**config.mk**
```make
export PLATFORM = sky130hd
export DESIGN_NAME = ads5296a_top
export DESIGN_NICKNAME = d
export VERILOG_FILES = /design/src/rtl/ads5296a_top.sv
export SDC_FILE = /design/constraint.sdc
export NUM_CORES = 1
export LEC_CHECK = 0
export CAP_MARGIN = 20
export CELL_PAD_IN_SITES_DETAIL_PLACEMENT = 1
export CELL_PAD_IN_SITES_GLOBAL_PLACEMENT = 2
export CORE_MARGIN = 2
export CORE_UTILIZATION = 45
export CTS_CLUSTER_SIZE = 10
export DETAILED_ROUTE_END_ITERATION = 7
export PLACE_DENSITY_LB_ADDON = 0.1
export SKIP_LAST_GASP = 1
export SLEW_MARGIN = 25
export SYNTH_ARGS = -nofsm -noshare
export SYNTH_HDL_FRONTEND = slang
export SYNTH_SLANG_ARGS = --single-unit
export TNS_END_PERCENT = 30
```
**constraint.sdc**
```tcl
create_clock -name sys_clk -period 39 [get_ports sys_clk]
set_input_delay 7.8 -clock sys_clk [delete_from_list [all_inputs] [get_ports sys_clk]]
set_output_delay 7.8 -clock sys_clk [all_outputs]
set_load 0.05 [all_outputs]
```
**src/rtl/ads5296a_top.sv**
```systemverilog
// Purpose: deserialise LANES serial ADC data lanes plus a frame clock into parallel words, with per-input delay taps and frame-pattern word alignment.
// Latency: the last bit of a word sampled at edge N appears on data_o (with a data_valid_o pulse) after edge N+1; tap loads apply from the next cycle.
// Backpressure: none; the serial stream is free-running and data_o is overwritten at every word boundary.
module ads5296a_top #(
  parameter int LANES    = 8,
  parameter int BITS     = 10,
  parameter int LOCK_CNT = 2
) (
  input  logic                     sys_clk,
  input  logic                     sys_rst_n,
  input  logic                     adclk_i,
  input  logic [LANES-1:0]         dat_i,
  input  logic [5*(LANES+1)-1:0]   idelay_val_i,
  input  logic                     idelay_ld_i,
  output logic [LANES*BITS-1:0]    data_o,
  output logic                     data_valid_o,
  output logic                     bitslip_done
);

  // Frame input sits at index LANES of every per-input array below.
  localparam int NIN = LANES + 1;
  localparam int CW  = $clog2(BITS);
  localparam int MW  = $clog2(LOCK_CNT + 2);
  localparam logic [BITS-1:0] FRAME_PAT = {{(BITS/2){1'b1}}, {(BITS/2){1'b0}}};

  typedef enum logic [1:0] {SEARCH, CONFIRM, LOCKED} state_t;

  logic [1:0]                  rst_sync_q;
  logic                        arst_n;
  logic [NIN-1:0]              in_vec;
  logic [NIN-1:0][4:0]         tap_q;
  // Bit j holds the input delayed by j+1 cycles; 31 taps cover delays 1..31.
  logic [NIN-1:0][30:0]        dly_q;
  logic [NIN-1:0]              dl_d;
  logic [LANES-1:0][BITS-1:0]  lane_sr_q;
  logic [BITS-1:0]             frm_sr_q;
  logic [CW-1:0]               bit_cnt_q;
  logic [MW-1:0]               match_q;
  logic [MW-1:0]               match_d;
  logic                        miss_q;
  state_t                      state_q;
  logic [LANES*BITS-1:0]       data_q;
  logic                        valid_q;
  logic                        done_q;
  logic                        frm_match_d;
  logic                        boundary_d;

  assign in_vec       = {adclk_i, dat_i};
  assign arst_n       = rst_sync_q[1];
  assign data_o       = data_q;
  assign data_valid_o = valid_q;
  assign bitslip_done = done_q;

  // Reset asserts immediately but is released only after two sys_clk edges.
  always_ff @(posedge sys_clk or negedge sys_rst_n) begin
    if (!sys_rst_n) rst_sync_q <= 2'b00;
    else            rst_sync_q <= {rst_sync_q[0], 1'b1};
  end

  // Tap registers: all slices load together on the strobe.
  always_ff @(posedge sys_clk or negedge arst_n) begin
    if (!arst_n)          tap_q <= '0;
    else if (idelay_ld_i) tap_q <= idelay_val_i;
  end

  // Delay history per input, always shifting so a tap change reads valid history.
  always_ff @(posedge sys_clk or negedge arst_n) begin
    if (!arst_n) dly_q <= '0;
    else begin
      for (int k = 0; k < NIN; k++) dly_q[k] <= {dly_q[k][29:0], in_vec[k]};
    end
  end

  // Tap selection: tap 0 passes the live input straight through.
  always_comb begin
    dl_d = '0;
    for (int k = 0; k < NIN; k++) begin
      if (tap_q[k] == 5'd0) dl_d[k] = in_vec[k];
      else                  dl_d[k] = dly_q[k][tap_q[k] - 5'd1];
    end
  end

  // Word shift registers, newest bit at the LSB so the first bit ends at the MSB.
  always_ff @(posedge sys_clk or negedge arst_n) begin
    if (!arst_n) begin
      lane_sr_q <= '0;
      frm_sr_q  <= '0;
    end else begin
      for (int k = 0; k < LANES; k++) lane_sr_q[k] <= {lane_sr_q[k][BITS-2:0], dl_d[k]};
      frm_sr_q <= {frm_sr_q[BITS-2:0], dl_d[LANES]};
    end
  end

  // Boundary: counter wrap, or a frame match while searching re-phases the counter.
  always_comb begin
    frm_match_d = (frm_sr_q == FRAME_PAT);
    boundary_d  = (bit_cnt_q == CW'(BITS-1)) || ((state_q == SEARCH) && frm_match_d);
    match_d     = match_q + MW'(1);
  end

  // Alignment FSM with registered word output, valid strobe and lock flag.
  always_ff @(posedge sys_clk or negedge arst_n) begin
    if (!arst_n) begin
      state_q   <= SEARCH;
      bit_cnt_q <= '0;
      match_q   <= '0;
      miss_q    <= 1'b0;
      data_q    <= '0;
      valid_q   <= 1'b0;
      done_q    <= 1'b0;
    end else begin
      valid_q <= 1'b0;
      if (boundary_d) begin
        bit_cnt_q <= '0;
        data_q    <= lane_sr_q;
        valid_q   <= 1'b1;
        case (state_q)
          SEARCH: begin
            if (frm_match_d) begin
              state_q <= CONFIRM;
              match_q <= MW'(1);
            end
          end
          CONFIRM: begin
            if (!frm_match_d) begin
              state_q <= SEARCH;
              match_q <= '0;
            end else if (match_d >= MW'(LOCK_CNT)) begin
              state_q <= LOCKED;
              match_q <= match_d;
              miss_q  <= 1'b0;
              done_q  <= 1'b1;
            end else begin
              match_q <= match_d;
            end
          end
          LOCKED: begin
            // One bad frame word is tolerated; a second in a row drops lock.
            if (frm_match_d) begin
              miss_q <= 1'b0;
            end else if (miss_q) begin
              state_q <= SEARCH;
              match_q <= '0;
              miss_q  <= 1'b0;
              done_q  <= 1'b0;
            end else begin
              miss_q <= 1'b1;
            end
          end
          default: begin
            state_q <= SEARCH;
            match_q <= '0;
            done_q  <= 1'b0;
          end
        endcase
      end else begin
        bit_cnt_q <= bit_cnt_q + CW'(1);
      end
    end
  end

endmodule

```
* Yosys cells after proc, flatten, opt, wreduce, memory -nomap -nowiden
Index checks and enable logic that the tools add are counted.
** Cells by class
- Add/sub/neg operators :: 11
- Magnitude comparators :: 10
- Equal/unequal tests :: 10
- Multiplexer cells :: 47
- Bitwise logic cells :: 1
- Reduce and logical (&&, ||, !) cells :: 17
** Operators by type and width (number)
- < comparator 5 x 6 -> 1 bit (second input constant) :: 9
- binary-select mux 1 bit (select 5 bit) :: 9
- zero test 5 bit :: 9
- subtractor 5 x 1 -> 5 bit (second input constant) :: 9
- 2-to-1 mux 1 bit :: 27
- 2-to-1 mux 2 bit :: 6
- case mux 2 bit (3 select lines) :: 2
- equality test 10 bit (second input constant) :: 1
- != test 2 bit (second input constant) :: 5
- AND reduction 4 bit :: 2
- AND reduction 6 bit :: 1
- AND reduction 5 bit :: 1
- adder 4 x 1 -> 4 bit (second input constant) :: 1
- equality test 4 bit (second input constant) :: 1
- 2-to-1 mux 4 bit :: 1
- != test 3 bit (second input constant) :: 1
- case mux 1 bit (3 select lines) :: 1
- adder 2 x 1 -> 2 bit (second input constant) :: 1
- equality test 2 x 1 -> 1 bit (second input constant) :: 1
- equality test 2 bit (second input constant) :: 1
- >= comparator 2 bit (second input constant) :: 1
- zero test 2 bit :: 1
- case mux 1 bit (2 select lines) :: 1
- nonzero test 2 bit :: 1
- 3 further kinds :: 3
** Word-level totals
- Bits in registers :: 507
- Bits of input ports :: 57
- Logic and storage cells :: 131

* Depth between registers and ports, before layout
Gate-level depths: netlist (run 1).
- Word-level depth :: 5
- Mapped depth :: 9
- Mapped depth without buffers :: 7

* Worst setup path before layout (run 1)
Ideal clock, no wire load.
- Path kind :: input port to flip-flop
- Start point :: input idelay_ld_i
- End point :: register tap_q[40] (netlist bit)
- Arrival :: 8.673 ns
- Setup slack :: 30.194 ns
- Stages on the path :: 4
- Cell sequence :: clkbuf_1 -> buf_1 -> clkbuf_1 -> o21ai_0
** RTL lines
- start: declaration :: RTL line 14 : input logic idelay_ld_i,
- end signal: assignment :: RTL line 63 : else if (idelay_ld_i) tap_q <= idelay_val_i;
- end: declaration :: RTL line 31 : logic [NIN-1:0][4:0] tap_q;
No word-level cell between the ends.

* Worst setup path after layout (run 1)
- Start point :: register data_q[1] (netlist: data_o[1])
- End point :: output data_o[1]
** RTL lines
- start: declaration :: RTL line 42 : logic [LANES*BITS-1:0] data_q;
- start signal: assignment :: RTL line 115 : data_q <= lane_sr_q;
- end: declaration :: RTL line 15 : output logic [LANES*BITS-1:0] data_o,
No word-level cell between the ends.

==> impl_metrics.py, run 1 <==
metrics = {
    "grt": {
        "grt_util_all_layers_pct": 17.28,
        "grt_overflow": 0,
        "grt_pass1_vias": 10690,
        "grt_start_max_net_pins": 83,
        "grt_antenna_before_repair": 0,
        "grt_pass1_wl_microns": 57890,
    },
    "timing": {
        "rsz0062_at_grt": "no",
        "period_minus_slack_ns": 9.579,
        "drv_slew": 0,
        "fmax_mhz": 104.4,
        "finalHoldViolCount": 0,
        "hold_slack_ns": 0.3463,
        "fin_ws_ns": 29.42,
        "tightest_slew_ns": 0.8764,
        "finalSetupViolations": 0,
        "min_period_over_period_pct": 24.56,
        "skew_ns": 0.01587,
        "slew_headroom_pct": 41.57,
        "final.setup.tns_ns": 0,
    },
    "drt": {
        "antenna_left": 0,
        "drt-pass1-iter-count": 4,
        "wl_met2_microns": 16030,
        "wirelength_microns": 34770,
        "wl_met1_microns": 16340,
        "via_count": 9792,
        "avgViaCountPerCell": 5.310,
        "drc_errors": 0,
        "wl_met3_microns": 1549,
        "wl_per_cell_microns": 18.86,
        "drt_iter0_markers": 393,
        "top_layer": "met4",
    },
    "synth": {
        "synth_ff_type": "dfrtp_1",
        "postSynthAreaPerCell_sq_um": 15.85,
        "synth-edff-count": 0,
        "yosys_warnings": 0,
        "synthDistinctLibCells": 73,
        "async_flop_share_pct": 100.0,
        "ys_ff_latch": 507,
        "syn_inst": 1152,
        "yosysSeqAreaShare_pct": 69.49,
        "syn-cell-area_sq_um": 18260,
        "syn-num-nets": 1220,
    },
    "clock_tree": {
        "clk_path_buf_depth": 3,
        "cts_hold_buf": 0,
        "h-tree-depth": 2,
        "post_cts_resized": 0,
        "tritoncts": "yes",
        "clk_pin_slew_ns": 0.05,
        "cts_setup_buffers": 0,
        "cts.root.buffer_cell": "clkbuf_16",
        "clkSinkCount": 507,
        "cts_made_buffers": 57,
        "clkLatencyLatePin_ns": 0.59,
    },
    "critical_path": {
        "crit_type": "register to primary output",
        "r2r_start": "rst_sync_q[1]",
        "crit_chain": "clkdlybuf4s50_1",
        "cp_top_family": "buffers and inverters",
        "crit_buf_inv": 1,
        "end_kind": "primary output",
        "cp.arrival_ns": 1.78,
        "cp_data_required_time_ns": 31.20,
        "slowest_delay_ns": 0.83,
        "crit_start": "data_o[1]",
        "startpoint_type": "register",
        "worstPathMaxFanout": 2,
        "critPathSlowestCell": "clkdlybuf4s50_1",
    },
    "finish": {
        "fill_cells": 3748,
        "diodes": 0,
        "synthToLayoutAreaGrowth_pct": 18.38,
        "final_layout_size_suffix_gt1_share_pct": 15.92,
        "nets": 1381,
        "design_area_sq_um": 21610,
        "finalNonFillerCells": 1844,
    },
    "placement": {
        "dp_slack_ns": 29.88,
        "place_congestion": 0.7871,
        "dp_hpwl_microns": 22600,
        "dp.cells": 1779,
        "io_buffers": 138,
        "place_area_sq_um": 20120,
    },
    "power_and_ir_drop": {
        "leakage_nw": 9.255,
        "powerDensity_nw_per_um2": 70.10,
        "ir_worst_vdd_uv": 31.48,
    },
    "die": {
        "die-area_sq_um": 42200,
        "num_io_pins": 139,
        "initial_core_util_pct": 45.74,
        "core_area_sq_um": 39910,
        "dieWidth_microns": 205.4,
        "std_cell_rows": 73,
        "die_h_microns": 205.4,
    },
    "run_status": {
        "status": "finished, final reports clean",
    },
    "worst_hold_path": {
        "hp-start": "rst_sync_q[0]",
        "min_path_type": "register to register",
    },
    "job": {
        "cap_violations": 0,
    },
}
-- cell usage in the layout, fill, tap and decap left out, types with 4 or more instances in the layout --
cell type | synthesis | final
nor2_1 | 28 | 28
clkdlybuf4s50_1 | 0 | 137
buf_4 | 4 | 9
nand2_1 | 52 | 52
a21oi_1 | 30 | 30
or4_1 | 4 | 4
mux2_1 | 45 | 45
nand3_1 | 16 | 16
nand3b_1 | 4 | 4
nor3b_1 | 9 | 9
o211ai_1 | 10 | 10
nor3_1 | 14 | 14
or2_2 | 4 | 4
ha_1 | 11 | 11
and3_1 | 4 | 4
o21bai_1 | 6 | 6
a21boi_0 | 6 | 6
xor2_1 | 8 | 8
nor2b_1 | 7 | 7
o2bb2ai_1 | 4 | 4
nor4b_1 | 4 | 4
o221ai_1 | 9 | 9
nand2b_1 | 21 | 21
a31oi_1 | 4 | 4
o21ai_0 | 37 | 37
mux2i_1 | 35 | 35
dfrtp_1 | 507 | 506
inv_1 | 28 | 28
nand4_1 | 8 | 8
mux2_2 | 67 | 67
mux4_2 | 52 | 52
clkbuf_1 | 13 | 4
clkbuf_16 | 0 | 57
-- power breakdown --
| group | internal (mW) | switching [mW] |
|---|---|---|
| clock | 0.262 | 0.188 |
| sequential | 0.622 | 0.0636 |
| combinational | 0.147 | 0.233 |
| total | 1.03 | 0.485 |
-- stage by stage --
stage / util (%) / power [mW]
3_5_place_dp: 50.41 / 1.079
5_1_grt: 54.15 / 1.589
6_report: 54.15 / 1.515
4_1_cts: 54.14 / 1.541
2_1_floorplan: - / 0.9384
3_3_place_gp: 50.41 / 1.069
-- flip-flops by register name, indices dropped and copies added (netlist names) --
signal and cells:
bitslip_done 1, bit_cnt_q 4, state_q 2, match_q 2, tap_q 45, data_valid_o 1
dly_q 279, miss_q 1, lane_sr_q 80, data_o 80, frm_sr_q 10, rst_sync_q 2
-- synthesized netlist by cell type, types with 7 or more instances --
| library cell | n | area (sq um) |
|---|---|---|
| nor3_1 | 14 | 70.07 |
| nor2_1 | 28 | 105.1 |
| mux2i_1 | 35 | 350.3 |
| nand4_1 | 8 | 50.05 |
| clkbuf_1 | 13 | 48.80 |
| inv_1 | 28 | 105.1 |
| o211ai_1 | 10 | 75.07 |
| xor2_1 | 8 | 70.07 |
| mux4_2 | 52 | 1171 |
| ha_1 | 11 | 137.6 |
| mux2_1 | 45 | 506.7 |
| nand2b_1 | 21 | 131.4 |
| o221ai_1 | 9 | 78.83 |
| nor3b_1 | 9 | 67.56 |
| nor2b_1 | 7 | 43.79 |
| dfrtp_1 | 507 | 12690 |
| buf_2 | 18 | 90.09 |
| a21oi_1 | 30 | 150.1 |
| nand2_1 | 52 | 195.2 |
| o21ai_0 | 37 | 185.2 |
| mux2_2 | 67 | 754.5 |
| nand3_1 | 16 | 80.08 |
-- final timing paths --
kind                       slack (ns)  depth (start not counted)             to
setup / recovery                29.42                          1      data_o[1]
min in group asynchronous        0.42                          0       tap_q[8]
hold reg to reg                  0.35                          0  rst_sync_q[1]
hold / removal                   0.35                          0  rst_sync_q[1]
max in group asynchronous       31.49                          1  rst_sync_q[1]
setup reg to reg                35.79                          3     data_o[23]
-- metal layers --
layer	vias up	global-route usage (%)
met5	-	0
met4	0	4.959
met3	62	3.944
met2	161	26.88
met1	5136	24.53
li1	4433	-
-- kinds of logic after synthesis --
kind of cell    count (synthesis)  share of synthesized area (%)
other cells                     1                        0.02054
flops                         507                          69.49
fa+ha+maj                      11                         0.7538
compound gates                152                          5.832
mux                           201                          15.53
simple gates                  188                          5.565
xor+xnor                       14                         0.7950
buf+inv                        78                          2.015
-- final cells by class --
| class | instances | area (sq um) | share of cell area, % |
|---|---|---|---|
| multi-input cells | 567 | 5202 | 24.07 |
| clock buffers | 64 | 1483 | 6.860 |
| repair buffers | 148 | 1455 | 6.733 |
| well taps | 525 | 656.9 | 3.039 |
| flip-flops and latches | 507 | 12690 | 58.72 |
| inverters | 32 | 120.1 | 0.5557 |
| clock inverters | 1 | 5.005 | 0.02316 |
Power figures use the tool's default switching activity.
==> inputs of run 2 (changes only) <==
--- a/config.mk
+++ b/config.mk
@@ -9,7 +9,7 @@
 export CELL_PAD_IN_SITES_DETAIL_PLACEMENT = 1
 export CELL_PAD_IN_SITES_GLOBAL_PLACEMENT = 2
 export CORE_MARGIN = 2
-export CORE_UTILIZATION = 45
+export CORE_UTILIZATION = 43
 export CTS_CLUSTER_SIZE = 10
 export DETAILED_ROUTE_END_ITERATION = 7
 export PLACE_DENSITY_LB_ADDON = 0.1
==> constraint.sdc (replaced) <==
create_clock -name sys_clk -period 9.3 [get_ports sys_clk]
set_input_delay 1.86 -clock sys_clk [delete_from_list [all_inputs] [get_ports sys_clk]]
set_output_delay 1.86 -clock sys_clk [all_outputs]
set_load 0.05 [all_outputs]
==> run 2 against run 1 <==
Non-clock buffer count rose by 1. Largest power group unchanged. Global-route usage fell by 0.63 points. Sequential share of layout area fell by 0.40 points. Final cell count rose by 1.2%. Hold slack improved by 0.0011 ns.
==> impl_metrics.py, run 2 (synthesis gave the netlist of run 1 again) <==
metrics = {
    "run_status": {
        "status": "finished, final reports clean",
    },
    "timing": {
        "slew_headroom_pct": 41.23,
        "period_minus_slack_ns": 3.665,
        "min_period_over_period_pct": 39.41,
        "rsz0062_at_grt": "no",
        "finalHoldViolCount": 0,
        "skew_ns": 0.01809,
        "final.setup.tns_ns": 0,
        "fmax_mhz": 272.9,
        "tightest_slew_ns": 0.8816,
        "hold_slack_ns": 0.3474,
        "finalSetupViolations": 0,
        "drv_slew": 0,
    },
    "critical_path": {
        "end_kind": "primary output",
        "slowest_delay_ns": 0.84,
        "crit_type": "register to primary output",
        "cp_top_family": "buffers and inverters",
        "worstPathMaxFanout": 3,
        "critPathSlowestCell": "clkdlybuf4s50_1",
        "crit_buf_inv": 1,
        "crit_chain": "clkdlybuf4s50_1",
        "cp.arrival_ns": 1.81,
        "startpoint_type": "register",
        "cp_data_required_time_ns": 7.44,
    },
    "drt": {
        "drt_iter0_markers": 510,
        "drt-pass1-iter-count": 4,
        "avgViaCountPerCell": 5.279,
        "via_count": 9856,
        "wirelength_microns": 34810,
        "drc_errors": 0,
        "antenna_left": 0,
        "wl_per_cell_microns": 18.64,
    },
    "worst_hold_path": {
        "min_path_type": "register to async pin",
    },
    "finish": {
        "regMostFlops": "dly_q",
        "final_layout_size_suffix_gt1_share_pct": 16.34,
        "finalNonFillerCells": 1867,
        "final_cell_mix": "506 x dfrtp_1, 137 x clkdlybuf4s50_1, 67 x mux2_2, 59 x clkbuf_16",
        "synthToLayoutAreaGrowth_pct": 19.18,
        "final_util_pct": 51.87,
        "final_common_cell": "dfrtp_1",
        "nets": 1383,
        "largest_reg_flops": 279,
        "diodes": 0,
    },
    "clock_tree": {
        "h-tree-depth": 2,
        "clkLatencyLatePin_ns": 0.60,
        "cts_hold_buf": 0,
        "clkSinkCount": 507,
        "clk_path_buf_depth": 3,
        "cts.root.buffer_cell": "clkbuf_16",
        "post_cts_resized": 0,
        "cts_setup_buffers": 0,
        "clk_pin_slew_ns": 0.06,
        "tritoncts": "yes",
        "cts_made_buffers": 58,
    },
    "grt": {
        "grt_start_max_net_pins": 86,
        "use_met3_pct": 2.980,
        "grt_pass1_vias": 10930,
        "met1_usage_pct": 23.68,
        "grt_pass1_wl_microns": 59000,
        "grt_overflow": 0,
        "grt_util_all_layers_pct": 16.65,
        "busiest_layer": "met2",
        "grt_util_met2_pct": 26.12,
        "grt_antenna_before_repair": 0,
    },
    "power_and_ir_drop": {
        "power_mw": 6.423,
        "powerDensity_nw_per_um2": 295.2,
        "leakage_nw": 9.314,
        "ir_worst_vdd_uv": 182.2,
    },
    "placement": {
        "io_buffers": 138,
        "place_congestion": 0.7745,
        "dp_hpwl_microns": 22590,
        "dp.cells": 1793,
    },
    "die": {
        "die-area_sq_um": 44120,
        "dieWidth_microns": 210.1,
        "num_io_pins": 139,
        "std_cell_rows": 75,
        "core_area_sq_um": 41950,
        "die_h_microns": 210.1,
        "initial_core_util_pct": 43.53,
    },
    "job": {
        "cap_violations": 0,
    },
}
==> run 2: cell count changes in the layout (fill, tap and decap cells not counted) <==
| cell | previous run | this run |
|---|---|---|
| clkbuf_16 | 57 | 59 |
| clkbuf_1 | 4 | 6 |
| buf_16 | 0 | 1 |
| clkbuf_8 | 3 | 5 |
| inv_6 | 0 | 1 |
| clkinvlp_4 | 0 | 1 |
==> run 2: report_power, final <==
part	switching (mW)	internal, mW	total [mW]
combinational	0.969	0.616	1.58
sequential	0.257	2.61	2.86
clock	0.815	1.16	1.97
==> run 2: worst paths after layout <==
path                               start  slack (ns)            end  depth (start not counted)
max reg2reg                    tap_q[10]        6.28  lane_sr_q[20]                          7
min reg2reg                rst_sync_q[1]        0.35     dly_q[221]                          0
max                         bitslip_done        5.64   bitslip_done                          1
min                        rst_sync_q[1]        0.35     dly_q[221]                          0
min in group sys_clk       rst_sync_q[0]        0.35  rst_sync_q[1]                          0
max in group asynchronous  rst_sync_q[1]        6.90      tap_q[14]                          2
==> run 2: cell type report <==
type	instances	area, sq um
clock inverters	3	21.27
flip-flops and latches	507	12690
well taps	539	674.4
fillers	3965	20190
multi-input cells	567	5202
inverters	32	120.1
clock buffers	70	1568
repair buffers	149	1483
==> run 2: routing by layer <==
metal | share of wire, % | routed length [microns]
met1 | 47 | 16480
met2 | 47 | 16300
met3 | 3.6 | 1241
met4 | 2.2 | 782
met5 | 0 | 0
==> run 2: through the flow <==
| stage | setup WS [ns] | area [sq um] |
|---|---|---|
| floorplan | 1.044 | 18260 |
| global placement | 6.184 | 20140 |
| detailed placement | 6.174 | 20140 |
| CTS | 5.603 | 21730 |
| global route | 5.590 | 21760 |
| finish | 5.635 | 21760 |
==> inputs of run 3 (changes only) <==
==> constraint.sdc (replaced) <==
create_clock -name sys_clk -period 3.7 [get_ports sys_clk]
set_input_delay 0.74 -clock sys_clk [delete_from_list [all_inputs] [get_ports sys_clk]]
set_output_delay 0.74 -clock sys_clk [all_outputs]
set_load 0.05 [all_outputs]
==> run 3 against run 2 <==
Non-clock buffer count increased by 5. Core utilization rose by 0.32 points. Hold slack worse by 0.031 ns. Register-to-register slack worse by 5.4 ns. Die area is the same. Clock-buffer cell count is 3 higher. Via count barely moved. Critical path depth is 6 higher.
==> impl_metrics.py, run 3 (synthesis gave the netlist of run 1 again) <==
metrics = {
    "run_status": {
        "status": "finished, final reports clean",
    },
    "clock_tree": {
        "tritoncts": "yes",
        "cts_setup_buffers": 0,
        "post_cts_resized": 0,
        "h-tree-depth": 2,
        "clkSinkCount": 507,
        "cts.root.buffer_cell": "clkbuf_16",
        "cts_made_buffers": 58,
        "clk_pin_slew_ns": 0.05,
        "cts_hold_buf": 0,
        "clkLatencyLatePin_ns": 0.59,
        "clk_path_buf_depth": 3,
    },
    "timing": {
        "final.setup.tns_ns": 0,
        "min_period_over_period_pct": 76.82,
        "drv_slew": 0,
        "period_minus_slack_ns": 2.842,
        "skew_ns": 0.01210,
        "tightest_slew_ns": 0.7963,
        "finalHoldViolCount": 0,
        "rsz0062_at_grt": "no",
        "slew_headroom_pct": 46.91,
        "fmax_mhz": 351.8,
        "finalSetupViolations": 0,
        "fin_ws_ns": 0.8575,
        "hold_slack_ns": 0.3164,
    },
    "finish": {
        "finalNonFillerCells": 1874,
        "final_common_cell": "dfrtp_1",
        "largest_reg_flops": 279,
        "regMostFlops": "dly_q",
        "nets": 1388,
        "fill_cells": 3936,
        "final_layout_size_suffix_gt1_share_pct": 16.57,
        "synthToLayoutAreaGrowth_pct": 19.92,
        "final_cell_mix": "506 x dfrtp_1, 137 x clkdlybuf4s50_1, 67 x mux2_2, 61 x clkbuf_16",
    },
    "die": {
        "dieWidth_microns": 210.1,
        "num_io_pins": 139,
        "die-area_sq_um": 44120,
        "std_cell_rows": 75,
        "core_area_sq_um": 41950,
        "initial_core_util_pct": 43.53,
        "die_h_microns": 210.1,
    },
    "drt": {
        "via_count": 9854,
        "wl_per_cell_microns": 18.58,
        "drc_errors": 0,
        "avgViaCountPerCell": 5.258,
        "drt-pass1-iter-count": 6,
        "drt_iter0_markers": 626,
        "antenna_left": 0,
        "wirelength_microns": 34820,
    },
    "placement": {
        "dp.cells": 1799,
        "dp_slack_ns": 0.8438,
        "place_congestion": 0.8199,
        "io_buffers": 138,
        "dp_hpwl_microns": 23090,
    },
    "power_and_ir_drop": {
        "p_sw_share_pct": 31.53,
        "powerDensity_nw_per_um2": 739.9,
        "clock_power_share_pct": 30.9,
        "power.switching_mw": 5.108,
        "seq_power_share_pct": 44.4,
        "leakage_nw": 9.375,
        "ir_worst_vdd_uv": 365.9,
        "power_frac_comb_pct": 24.7,
        "power.internal_mw": 11.09,
        "power_mw": 16.20,
    },
    "critical_path": {
        "worstPathMaxFanout": 13,
        "critPathSlowestCell": "dfrtp_1",
        "crit_chain": "inv_1 -> ha_1 -> xor2_1 -> mux4_2 -> a22oi_1 -> nand4_1 -> a211o_1",
        "end_kind": "register",
        "slowest_delay_ns": 0.61,
        "cp_data_required_time_ns": 4.17,
        "startpoint_type": "register",
        "cp.arrival_ns": 3.31,
        "crit_type": "register to register",
        "cp_top_family": "flip-flops",
        "crit_buf_inv": 1,
    },
    "grt": {
        "grt_overflow": 0,
        "grt_antenna_before_repair": 2,
        "grt_util_all_layers_pct": 16.67,
        "grt_pass1_wl_microns": 59250,
        "grt_start_max_net_pins": 100,
        "grt_pass1_vias": 10990,
    },
    "worst_hold_path": {
        "min_path_type": "input pin to async pin",
    },
    "job": {
        "cap_violations": 0,
    },
}
-- run 3: layer usage --
| metal | wire [microns] | vias to the layer above | track usage (%) | part of all wire [%] |
|---|---|---|---|---|
| met5 | 7 | - | 0 | 0.020 |
| met4 | 792 | 2 | 5.478 | 2.3 |
| met3 | 1233 | 56 | 3.054 | 3.5 |
| met2 | 16510 | 145 | 26.33 | 47 |
| met1 | 16280 | 5196 | 23.60 | 47 |
| li1 | - | 4455 | - | - |
-- run 3: layout make-up --
type	count	area (sq um)	share of cell area [%]
Sequential cell	507	12690	57.96
Timing Repair Buffer	154	1584	7.235
Inverter	32	120.1	0.5486
Multi-Input combinational cell	567	5202	23.76
Antenna cell	1	2.502	0.01143
Clock inverter	1	8.758	0.04000
Tap cell	539	674.4	3.080
Clock buffer	73	1612	7.360
-- run 3: worst reg2reg max path, stage by stage (launching register included) --
cell,delay (ns)
dfrtp_1,0.61
inv_1,0.19
ha_1,0.34
xor2_1,0.60
mux4_2,0.43
a22oi_1,0.21
nand4_1,0.12
a211o_1,0.24
-- run 3: stage by stage --
stage               area, sq um  util [%]
global route              21890     52.20
detailed placement        20270     48.33
global placement          20270     48.33
finish                    21890     52.20
floorplan                 18260         -
CTS                       21890     52.19
-- run 3: path summary, 6_finish.rpt --
kind	start	endpoint	slack, ns	cells after the start
worst min register to register	rst_sync_q[0]	rst_sync_q[1]	0.34	0
worst max register to register	tap_q[30]	lane_sr_q[60]	0.86	7
max in group asynchronous	rst_sync_q[1]	dly_q[67]	2.27	1
worst min-delay path	sys_rst_n	rst_sync_q[1]	0.32	1
worst max-delay path	tap_q[30]	lane_sr_q[60]	0.86	7
min in group sys_clk	rst_sync_q[0]	rst_sync_q[1]	0.34	0
-- run 3: power by group through the flow --
stage	registers, mW	clock network [mW]	logic, mW
5_1_grt	7.36	5.42	4.23
2_1_floorplan	8.70	0	1.18
3_5_place_dp	7.31	0	4.04
4_1_cts	7.23	5.20	4.05
3_3_place_gp	7.27	0	4.00
6_report	7.20	5.00	4.00
